### config.mk
export PLATFORM = sky130hd
export DESIGN_NAME = bus_ctrl
export DESIGN_NICKNAME = d
export VERILOG_FILES = /design/src/rtl/bus_ctrl_pkg.sv /design/src/rtl/bus_ctrl_addr_dec.sv /design/src/rtl/bus_ctrl.sv
export SDC_FILE = /design/constraint.sdc
export NUM_CORES = 1
export LEC_CHECK = 0
export BUFFER_PORTS_ARGS = -buffer_cell sky130_fd_sc_hd__buf_2
export CELL_PAD_IN_SITES_DETAIL_PLACEMENT = 1
export CELL_PAD_IN_SITES_GLOBAL_PLACEMENT = 1
export CORE_AREA = 4 4 168 170
export DETAILED_ROUTE_END_ITERATION = 8
export DIE_AREA = 0 0 172 174
export PLACE_DENSITY = 0.74
export SETUP_SLACK_MARGIN = 0.15
export SYNTH_ARGS = -nofsm -noshare
export SYNTH_HDL_FRONTEND = slang
export SYNTH_SLANG_ARGS = --single-unit
### constraint.sdc
create_clock -name clk -period 6.1 [get_ports clk]
set_input_delay 0.305 -clock clk [delete_from_list [all_inputs] [get_ports clk]]
set_output_delay 0.305 -clock clk [all_outputs]
set_load 0.01 [all_outputs]
### src/rtl/bus_ctrl_pkg.sv
// bus_ctrl_pkg: shared bus header with state encoding, slave indexing and level constants
package bus_ctrl_pkg;
    localparam int               ST_W        = 2;
    localparam logic [ST_W-1:0]  ST_IDLE     = 2'd0;
    localparam logic [ST_W-1:0]  ST_ACCESS   = 2'd1;
    localparam logic [ST_W-1:0]  ST_DONE     = 2'd2;
    localparam logic [ST_W-1:0]  ST_ERR      = 2'd3;
    localparam int               IDX_W       = 3;
    localparam int               SLV_CNT     = 8;
    localparam logic [7:0]       DEF_TIMEOUT = 8'd16;
    localparam logic             EN          = 1'b1;
    localparam logic             DIS         = 1'b0;
endpackage

### src/rtl/bus_ctrl_addr_dec.sv
// bus_addr_dec: slave index to one-hot chip-select decode
module bus_addr_dec
    import bus_ctrl_pkg::*;
#(
    parameter int N = SLV_CNT
) (
    input  logic [IDX_W-1:0] idx,
    output logic [N-1:0]     cs
);
    // one-hot select of the addressed slave
    always_comb cs = {{(N-1){1'b0}}, 1'b1} << idx;
endmodule

### src/rtl/bus_ctrl.sv
// bus_ctrl: single-master to multi-slave access controller with ready timeout
module bus_ctrl
    import bus_ctrl_pkg::*;
#(
    parameter logic [7:0] TIMEOUT = DEF_TIMEOUT,
    parameter int         SLV_NUM = SLV_CNT
) (
    input  logic                  clk,
    input  logic                  reset,
    input  logic                  m_req,
    input  logic [29:0]           m_addr,
    input  logic                  m_rw,
    input  logic [31:0]           m_wr_data,
    output logic [31:0]           m_rd_data,
    output logic                  m_rdy,
    output logic                  m_err,
    output logic                  bus_busy,
    output logic [SLV_NUM-1:0]    s_cs,
    output logic [29:0]           s_addr,
    output logic                  s_rw,
    output logic [31:0]           s_wr_data,
    input  logic [SLV_NUM*32-1:0] s_rd_data,
    input  logic [SLV_NUM-1:0]    s_rdy
);
    logic [ST_W-1:0]    state;
    logic [7:0]         cnt;
    logic [SLV_NUM-1:0] dec_cs;
    logic               rdy_hit;
    logic [31:0]        rd_sel;

    bus_addr_dec #(.N(SLV_NUM)) u_dec (
        .idx (m_addr[29:27]),
        .cs  (dec_cs)
    );

    // the latched address still carries the slave index, so ready/data are muxed from it
    always_comb begin
        rdy_hit = s_rdy[s_addr[29:27]];
        rd_sel  = s_rd_data[{s_addr[29:27], 5'd0} +: 32];
    end

    // access sequencing: capture, wait for selected ready or timeout, one-cycle completion
    always_ff @(posedge clk or posedge reset) begin
        if (reset) begin
            state     <= ST_IDLE;
            cnt       <= 8'd0;
            s_cs      <= '0;
            s_addr    <= '0;
            s_rw      <= DIS;
            s_wr_data <= '0;
            m_rd_data <= '0;
            m_rdy     <= DIS;
            m_err     <= DIS;
            bus_busy  <= DIS;
        end else begin
            case (state)
                ST_IDLE: begin
                    m_rdy     <= DIS;
                    m_err     <= DIS;
                    m_rd_data <= '0;
                    if (m_req) begin
                        s_addr    <= m_addr;
                        s_rw      <= m_rw;
                        s_wr_data <= m_wr_data;
                        s_cs      <= dec_cs;
                        bus_busy  <= EN;
                        cnt       <= 8'd0;
                        state     <= ST_ACCESS;
                    end
                end
                ST_ACCESS: begin
                    cnt <= cnt + 8'd1;
                    if (rdy_hit) begin
                        m_rd_data <= s_rw ? rd_sel : 32'd0;
                        m_rdy     <= EN;
                        m_err     <= DIS;
                        s_cs      <= '0;
                        state     <= ST_DONE;
                    end else if (cnt == TIMEOUT - 8'd1) begin
                        m_rd_data <= '0;
                        m_rdy     <= EN;
                        m_err     <= EN;
                        s_cs      <= '0;
                        state     <= ST_ERR;
                    end
                end
                default: begin
                    m_rdy     <= DIS;
                    m_err     <= DIS;
                    m_rd_data <= '0;
                    bus_busy  <= DIS;
                    state     <= ST_IDLE;
                end
            endcase
        end
    end
endmodule

==> impl_metrics.tcl <==
set metrics [dict create \
    outcome "finished, final reports clean" \
    fin_crit_ns 2.75 \
    ios 436 \
    io_buffers 435 \
    ys_ff_latch 116 \
    hold_path.class "in -> reg" \
    synth_cell_types 36 \
    drtIter0Drc 443 \
    synth_top_area_cell "dfrtp_1" \
    arrival_ns 3.09 \
    yosysTopAreaCellShare_pct 44.5 \
    placed_cell_area_mm2 0.00900 \
    hold_violations 0 \
    fmax_mhz 364 \
    synth_warnings 0 \
    setup_viol 0 \
    clk_latency_ns 0.42 \
    coreArea_mm2 0.0267 \
    synth-main-ff-cell "dfrtp_1" \
    grt_pass1_wl_um 43400 \
    ctsHoldBuffers 1 \
    die_h_um 174 \
    synth-xor-area-share_pct 0 \
    critPathCaptureType "flip-flop" \
    dieArea_mm2 0.0299 \
    initial_utilization_pct 24.4 \
    avgSynthCellArea_um2 11.8 \
    path_depth 5 \
    p_per_area_mw_per_mm2 451 \
    final_area_mm2 0.00965 \
    p_leak_nw 5.00 \
    cp.required_ns 6.44 \
    htreeDepth 4 \
    drc 0 \
    vias 6372 \
    synthTopCellsByArea "dfrtp_1, mux4_2, nand2_1" \
    first_pass_iters 4 \
    synth_top_family_by_area "multiplexers" \
    max_stage_delay_ns 0.79 \
    dp_hpwl_um 23300 \
    antenna_left 0 \
    synth-compound-area-share_pct 9.86 \
    gr-usage-all-layers_pct 19.1 \
    setup_slack_ns 3.35 \
    final_nets 1304 \
    first_global_vias 7079 \
    die_x_um 172 \
    r2r_cells 5 \
    crit_family "compound AO/OA/AOI/OAI gates" \
    yosys.area_share.simple_pct 14.3 \
    ir_drop_uv 167 \
    grt_max_degree 71 \
    clk_path_buf_depth 2 \
    setup_tns_ns 0 \
    root_buffer "clkbuf_16" \
    post-place-ws_ns 3.36 \
    gp_congestion 0.871 \
    worst_pin_slew_ns 0.984 \
    drive_above_1_share_pct 58.5 \
    rsz0062_at_grt "false" \
    cp_slowest_cell "dfrtp_4" \
    slew_violations 0 \
    grt_remaining_overflow 0 \
    hold_path_depth 3 \
    synthCells 552 \
    path_buf_inv 1 \
    rows 60 \
    cp_max_fo 70 \
    startpoint_type "flip-flop" \
    syn_area_mm2 0.00652 \
    clkTransAtPathRegs_ns 0.07 \
    synthArstFlopShare_pct 100 \
    post_cts_buffers 0 \
    finish.utilization_pct 36.1 \
    maxCapViolCount 0 \
    yosysMostFrequentCell "nand2_1" \
    ys_seq_area_share_pct 44.5 \
    cts_buffers 17 \
    yosys-mux-area-fraction_pct 27.6 \
    worstPathCellList "a2111oi_1, nor4_4, nor3_4, buf_4, o2bb2ai_1" \
    total_power_mw 4.35 \
    post_cts_resized 0 \
    antenna_found_initial 13 \
    yosys-top-cells-count "nand2_1, dfrtp_1, mux4_2" \
    tritoncts "done" \
    relSlewSlack_pct 34.4 \
    wl_um 29700 \
    via_per_inst 4.77 \
    synthAdderAreaFrac_pct 0.192 \
    syn-num-nets 883 \
    area_growth_pct 48.0 \
    fin_crit_sh_pct 45.0 \
    cts_sinks 116 \
    skew_ns 0.0267 \
    critPathKind "reg -> reg" \
    synth_edf_count 0 \
    wl_per_cell_um 22.2 \
]
==> path summary, 6_finish.rpt <==
kind / start / endpoint / slack (ns)
max reg2reg: s_addr[28]$_DFFE_PP0P_ / m_rd_data[23]$_DFFE_PP0P_ / 3.35
min: m_wr_data[31] / s_wr_data[31]$_DFFE_PP0P_ / 0.07
min in group asynchronous: reset / s_wr_data[5]$_DFFE_PP0P_ / 0.49
min reg2reg: s_wr_data[6]$_DFFE_PP0P_ / s_wr_data[6]$_DFFE_PP0P_ / 0.47
max: s_addr[28]$_DFFE_PP0P_ / m_rd_data[23]$_DFFE_PP0P_ / 3.35
max in group asynchronous: reset / s_addr[27]$_DFFE_PP0P_ / 4.29
==> flip-flops by register name, indices dropped and copies added (netlist names) <==
signal,flops
m_rd_data,32
s_wr_data,32
s_addr,30
cnt,8
s_cs,8
state,2
bus_busy,1
m_err,1
m_rdy,1
s_rw,1
==> area by class of cell <==
| class | instances | area [um^2] |
|---|---|---|
| Fill cell | 3127 | 17100 |
| Tap cell | 341 | 427 |
| Sequential cell | 116 | 2910 |
| Clock buffer | 19 | 443 |
| Multi-Input combinational cell | 385 | 3390 |
| Timing Repair Buffer | 443 | 2240 |
| Clock inverter | 13 | 173 |
| Antenna cell | 10 | 25.0 |
| Inverter | 10 | 42.5 |
==> logic make-up after synthesis <==
logic type / after synthesis
mux: 99
compound gates: 59
simple gates: 226
buf+inv: 51
flops: 116
fa+ha+maj: 1
==> per-layer routing <==
| metal | global-route usage, % | vias to the layer above | part of all wire [%] | wire, um |
|---|---|---|---|---|
| met5 | 0 | - | 0.12 | 35 |
| met4 | 8.09 | 6 | 3.0 | 889 |
| met3 | 6.37 | 50 | 9.5 | 2810 |
| met2 | 31.4 | 342 | 49 | 14600 |
| met1 | 22.8 | 3124 | 38 | 11300 |
| li1 | - | 2850 | - | - |
==> worst reg2reg max path, delay by kind of cell, from the launching register on <==
family,cells,cell delay [ns]
and+or+nand+nor,2,0.35
DFF,1,0.79
AOI/OAI and AO/OA,2,1.03
buffers and inverters,1,0.50
==> placed cells by master (no fill, tap or decap), drive strengths merged, types with 2 or more instances in the layout <==
cell type,count
and3,2
mux4,64
mux2,2
nor3b,2
o211ai,2
nand3,5
inv,14
o21ai,11
diode,10
bufinv,3
o31a,2
nor2,8
o22ai,3
nand2,197
o2bb2ai,32
mux2i,33
o32ai,4
o31ai,3
nand2b,3
buf,442
or4,2
nor2b,2
clkbuf,19
and2,2
dfrtp,116
clkinv,5
==> power breakdown <==
part	leakage [nW]	switching, mW	internal [mW]
Clock	0.299	0.423	0.661
Combinational	3.20	1.01	0.910
Sequential	1.50	0.295	1.05
==> stage by stage <==
step | cells | hold slack (ns)
6_report | 1337 | 0.0685
5_1_grt | 1335 | 0.0594
4_1_cts | 1327 | 0.0508
3_5_place_dp | 1294 | 0.445
3_3_place_gp | 1294 | 0.433
2_1_floorplan | 552 | 0.410
Power figures use the tool's default switching activity.
